**config.mk**
```make
export PLATFORM = sky130hd
export DESIGN_NAME = key_debounce_flat
export DESIGN_NICKNAME = d
export VERILOG_FILES = /design/src/rtl/key_debounce_if.sv /design/src/rtl/key_debounce.sv /design/src/flat_wrapper.sv
export SDC_FILE = /design/constraint.sdc
export NUM_CORES = 1
export LEC_CHECK = 0
export CAP_MARGIN = 20
export CORE_UTILIZATION = 52
export CTS_CLUSTER_DIAMETER = 80
export DETAILED_ROUTE_END_ITERATION = 8
export PLACE_DENSITY = 0.74
export SYNTH_ARGS = -nofsm -noshare
export SYNTH_HDL_FRONTEND = slang
export SYNTH_SLANG_ARGS = --single-unit
```
**constraint.sdc**
```tcl
create_clock -name clk -period 1.5 [get_ports clk]
set_input_delay 0.225 -clock clk [delete_from_list [all_inputs] [get_ports clk]]
set_output_delay 0.225 -clock clk [all_outputs]
set_load 0.01 [all_outputs]
```
**src/rtl/key_debounce_if.sv**
```systemverilog
// Key debouncer signal bundle: raw key input towards the debouncer,
// clean level and one-cycle event pulses back to the consumer.
interface key_debounce_if;
    logic key_in;
    logic key_level;
    logic key_press;
    logic key_release;
    logic key_long;

    modport master (
        output key_in,
        input  key_level,
        input  key_press,
        input  key_release,
        input  key_long
    );

    modport slave (
        input  key_in,
        output key_level,
        output key_press,
        output key_release,
        output key_long
    );
endinterface

```
**src/rtl/key_debounce.sv**
```systemverilog
// Debounces one asynchronous key input: 2-flop synchronizer, 4-state filter FSM,
// registered level plus press/release/long-press one-cycle pulses.
module key_debounce #(
    parameter int DEB_CNT        = 4,
    parameter int LONG_CNT       = 20,
    parameter bit KEY_ACTIVE_LOW = 1'b1
) (
    input logic          clk,
    input logic          rst_n,
    key_debounce_if.slave kif
);

    localparam int DW = $clog2(DEB_CNT + 1);
    localparam int LW = (LONG_CNT > 0) ? $clog2(LONG_CNT + 1) : 1;
    localparam logic [DW-1:0] DEB_LAST  = DW'(DEB_CNT - 1);
    localparam logic [LW-1:0] LONG_MAX  = LW'(LONG_CNT);
    localparam logic [LW-1:0] LONG_LAST = LW'((LONG_CNT > 0) ? LONG_CNT - 1 : 0);
    localparam bit            LONG_EN   = (LONG_CNT > 0);

    typedef enum logic [1:0] {
        IDLE,
        FILT_DN,
        PRESSED,
        FILT_UP
    } state_e;

    logic          sync1_q, sync2_q;
    logic          key_act;
    state_e        state_q, state_d;
    logic [DW-1:0] cnt_q, cnt_d;
    logic [LW-1:0] long_cnt_q, long_cnt_d;
    logic          level_q, level_d;
    logic          press_q, press_d;
    logic          release_q, release_d;
    logic          long_q, long_d;
    logic          held;

    assign key_act = sync2_q ^ KEY_ACTIVE_LOW;
    assign held    = (state_q == PRESSED) || (state_q == FILT_UP);

    always_comb begin
        state_d    = state_q;
        cnt_d      = cnt_q;
        long_cnt_d = long_cnt_q;
        case (state_q)
            IDLE: begin
                if (key_act) begin
                    state_d = FILT_DN;
                    cnt_d   = '0;
                end
            end
            FILT_DN: begin
                if (!key_act)               state_d = IDLE;
                else if (cnt_q == DEB_LAST) state_d = PRESSED;
                else                        cnt_d   = cnt_q + DW'(1);
            end
            PRESSED: begin
                if (!key_act) begin
                    state_d = FILT_UP;
                    cnt_d   = '0;
                end
            end
            FILT_UP: begin
                if (key_act)                state_d = PRESSED;
                else if (cnt_q == DEB_LAST) state_d = IDLE;
                else                        cnt_d   = cnt_q + DW'(1);
            end
            default: state_d = IDLE;
        endcase

        // Short release glitches (FILT_UP) keep the long-press count running.
        if (state_q == FILT_DN && state_d == PRESSED)
            long_cnt_d = '0;
        else if (held && long_cnt_q != LONG_MAX)
            long_cnt_d = long_cnt_q + LW'(1);

        level_d   = (state_d == PRESSED) || (state_d == FILT_UP);
        press_d   = (state_q == FILT_DN) && (state_d == PRESSED);
        release_d = (state_q == FILT_UP) && (state_d == IDLE);
        // A long press that completes on the same edge as the release is dropped.
        long_d    = LONG_EN && held && (long_cnt_q == LONG_LAST) && (state_d != IDLE);
    end

    always_ff @(posedge clk) begin
        if (!rst_n) begin
            sync1_q    <= KEY_ACTIVE_LOW;
            sync2_q    <= KEY_ACTIVE_LOW;
            state_q    <= IDLE;
            cnt_q      <= '0;
            long_cnt_q <= '0;
            level_q    <= 1'b0;
            press_q    <= 1'b0;
            release_q  <= 1'b0;
            long_q     <= 1'b0;
        end else begin
            sync1_q    <= kif.key_in;
            sync2_q    <= sync1_q;
            state_q    <= state_d;
            cnt_q      <= cnt_d;
            long_cnt_q <= long_cnt_d;
            level_q    <= level_d;
            press_q    <= press_d;
            release_q  <= release_d;
            long_q     <= long_d;
        end
    end

    assign kif.key_level   = level_q;
    assign kif.key_press   = press_q;
    assign kif.key_release = release_q;
    assign kif.key_long    = long_q;

endmodule

```
**src/flat_wrapper.sv**
```systemverilog
// flat-port wrapper written by rule: the top's interface ports become plain ports
module key_debounce_flat 
#(
    parameter int DEB_CNT        = 4,
    parameter int LONG_CNT       = 20,
    parameter bit KEY_ACTIVE_LOW = 1'b1
)
  (clk, rst_n, kif_key_in, kif_key_level, kif_key_press, kif_key_release, kif_key_long);
  key_debounce_if kif_i ();
  input logic clk;
  input logic rst_n;
  input wire logic [$bits(kif_i.key_in)-1:0] kif_key_in;
  output wire logic [$bits(kif_i.key_level)-1:0] kif_key_level;
  output wire logic [$bits(kif_i.key_press)-1:0] kif_key_press;
  output wire logic [$bits(kif_i.key_release)-1:0] kif_key_release;
  output wire logic [$bits(kif_i.key_long)-1:0] kif_key_long;
  assign kif_i.key_in = kif_key_in;
  assign kif_key_level = kif_i.key_level;
  assign kif_key_press = kif_i.key_press;
  assign kif_key_release = kif_i.key_release;
  assign kif_key_long = kif_i.key_long;
  key_debounce #(.DEB_CNT(DEB_CNT), .LONG_CNT(LONG_CNT), .KEY_ACTIVE_LOW(KEY_ACTIVE_LOW)) u_core (.clk(clk), .rst_n(rst_n), .kif(kif_i));
endmodule
```
==> impl_metrics.tcl, run 1 <==
set metrics [dict create \
    status "completed" \
    rsz0062_at_grt "false" \
    synth_top_area_frac 0.460 \
    grt_max_degree 10 \
    critPathMaxFanout 1 \
    power.density_nw_per_um2 909 \
    fin_crit_sh 0.902 \
    ios 7 \
    hold_viol 0 \
    synth_cell_types 25 \
    hold_path_depth 1 \
    synthArstFlopShare 0 \
    r2r-end "u_core.cnt_q[1]" \
    total_power_mw 0.735 \
    worstPathCellList "clkdlybuf4s50_1" \
    design.die.area_sq_um 1490 \
    cp-start-kind "flop" \
    grt_pass1_vias 476 \
    rows 12 \
    cts_tree "yes" \
    cp-end-kind "primary output" \
    grt_pass1_wl_microns 2060 \
    setup_viol 0 \
    fillers 108 \
    crit_required_ps 1270 \
    yosys-top-cells-area "dfxtp_1, ha_1, a21oi_1" \
    viasPerCell 5.33 \
    leakage_nw 0.301 \
    cts_buffers 3 \
    cts.path.max_buffers 2 \
    dpl_cell_area_sq_um 772 \
    hold_end "u_core.sync2_q" \
    synth-seq-area-share 0.460 \
    syn_to_final_growth_pct 16.2 \
    cts.clk_slew.worst_paths_ps 90 \
    design_area_sq_um 808 \
    numClockSinks 16 \
    worstRegToRegCells 5 \
    drive_gt1_frac 0.108 \
    worstReg2RegStart "u_core.cnt_q[0]" \
    tns_ps 0 \
    vias 517 \
    synth_nets 80 \
    slowest_stage "clkdlybuf4s50_1" \
    ant_nets 0 \
    drv_slew 0 \
    first_pass_iters 4 \
    hold_buffers 0 \
    synthesis.area_sq_um 696 \
    period_needed_ps 1350 \
    maxCapViolations 0 \
    ir_drop_mv 0.532 \
    drcViolationCount 0 \
    dp.cells 93 \
    htreeDepth 1 \
    overflow 0 \
    die_w_microns 38.6 \
    synth_flop_cell "dfxtp_1" \
    ys_seq_elements 16 \
    gr-usage-all-layers 0.210 \
    worst_pin_slew_ps 322 \
    cts-resized-gates 0 \
    die_y_microns 38.6 \
    wire_per_inst_microns 11.8 \
    syn_area_per_cell_sq_um 9.53 \
    hpwl_microns 805 \
    drt_iter0_drc 9 \
    num_antenna_cells 0 \
    cp_top_family "buffers and inverters" \
    routed_wl_microns 1150 \
    r2r_setup_slack_ps 160 \
    syn_inst 73 \
    hold_start "u_core.sync1_q" \
    final_cells 97 \
    gp_congestion 0.796 \
    hp-class "flop to flop" \
    port_buffers 6 \
    yosys.area.top_type "dfxtp_1" \
    core_sq_um 1170 \
    worst_skew_pair.late_latency_ps 280 \
    fmax_mhz 739 \
    start_util 0.594 \
    worstSetupPathType "flop to primary output" \
    crit_arrival_ps 1130 \
    fin_skew_ps 1.15 \
    relSlewSlack 0.785 \
    fin_nets 91 \
    cts-root-buf "clkbuf_4" \
    cts_setup_buffers 0 \
    path_buf_inv 1 \
    antenna_found_initial 0 \
    yosys_warnings 0 \
    synth_edf_count 0 \
    slowest_delay_ps 520 \
]
## registers in the layout, indices dropped and copies added (netlist names)
register,flops
u_core.kif.key_long,1
u_core.long_cnt_q,5
u_core.state_q,2
u_core.cnt_q,3
u_core.kif.key_level,1
u_core.kif.key_release,1
u_core.sync2_q,1
u_core.kif.key_press,1
u_core.sync1_q,1
## metal layers
layer	track usage	routed length, microns
met5	0	0
met4	0.103	0
met3	0.110	65
met2	0.271	461
met1	0.279	621
## cell usage in the layout, fill, tap and decap left out, types with 2 or more instances in the layout
master	synthesis	layout
dfxtp_1	16	16
nand2_1	7	7
inv_1	6	6
a21oi_1	6	6
nand3_1	6	6
clkdlybuf4s50_1	0	6
ha_1	4	4
nor2_1	3	3
mux2i_1	3	3
clkbuf_4	0	3
nand4_1	2	2
nand3b_1	2	2
nand2b_1	2	2
and4b_1	2	2
o21ai_0	2	2
buf_4	0	2
## power by group
part | leakage (nW) | internal, mW | total [mW] | switching [mW]
combinational | 0.150 | 0.0118 | 0.0246 | 0.0128
clock | 0.0210 | 0.148 | 0.279 | 0.131
sequential | 0.129 | 0.428 | 0.431 | 0.00344
total | 0.301 | 0.587 | 0.735 | 0.148
## cells by family (layout without fill, tap and decap cells)
logic type | count (synthesis) | after routing | synth area share
AO/OA/AOI/OAI | 12 | 12 | 0.122
flip-flops | 16 | 16 | 0.460
adder cells (fa/ha/maj) | 4 | 4 | 0.0719
AND/OR/NAND/NOR | 28 | 28 | 0.221
multiplexers | 3 | 3 | 0.0432
buffers and inverters | 8 | 18 | 0.0557
XOR/XNOR | 2 | 2 | 0.0252
## through the flow
stage / hold WS [ps] / worst slack (ps) / util
after floorplan: 326 / 267 / -
after global placement: 392 / 201 / 0.659
after detailed placement: 397 / 157 / 0.659
after CTS: 420 / 127 / 0.690
after global routing: 429 / 33.4 / 0.690
final: 415 / 147 / 0.690
## how the worst max path moves through the flow
stage	slack (ps)	cells after the start	start	endpoint
after global routing	30	5	u_core.long_cnt_q[0]	u_core.long_cnt_q[1]
after global placement	200	5	u_core.cnt_q[0]	u_core.long_cnt_q[2]
after detailed placement	160	5	u_core.cnt_q[0]	u_core.cnt_q[1]
after CTS	130	1	u_core.kif.key_release	kif_key_release
final	150	1	u_core.kif.key_release	kif_key_release
after floorplan	270	5	u_core.cnt_q[0]	u_core.cnt_q[0]
## layout make-up
cell class | instances | area, sq um | share of cell area
repair buffers | 8 | 75.1 | 0.0929
clock buffers | 4 | 36.3 | 0.0449
inverters | 6 | 22.5 | 0.0279
well taps | 14 | 17.5 | 0.0217
flip-flops and latches | 16 | 320 | 0.396
multi-input cells | 49 | 337 | 0.416
## synth_stat cells (2+ instances only)
| master | count |
|---|---|
| and4b_1 | 2 |
| dfxtp_1 | 16 |
| mux2i_1 | 3 |
| nand3b_1 | 2 |
| o21ai_0 | 2 |
| a21oi_1 | 6 |
| nand2b_1 | 2 |
| nand2_1 | 7 |
| nand3_1 | 6 |
| ha_1 | 4 |
| nor2_1 | 3 |
| inv_1 | 6 |
| nand4_1 | 2 |
Power figures use the tool's default switching activity.
==> run 2: changes to the inputs <==
--- a/config.mk
+++ b/config.mk
@@ -8,7 +8,9 @@
 export CAP_MARGIN = 20
 export CORE_UTILIZATION = 52
 export CTS_CLUSTER_DIAMETER = 80
+export CTS_CLUSTER_SIZE = 24
 export DETAILED_ROUTE_END_ITERATION = 8
+export GPL_ROUTABILITY_DRIVEN = 0
 export PLACE_DENSITY = 0.74
 export SYNTH_ARGS = -nofsm -noshare
 export SYNTH_HDL_FRONTEND = slang
==> results of run 2 <==
Final layout, timing and power as in run 1 (identical DEF).
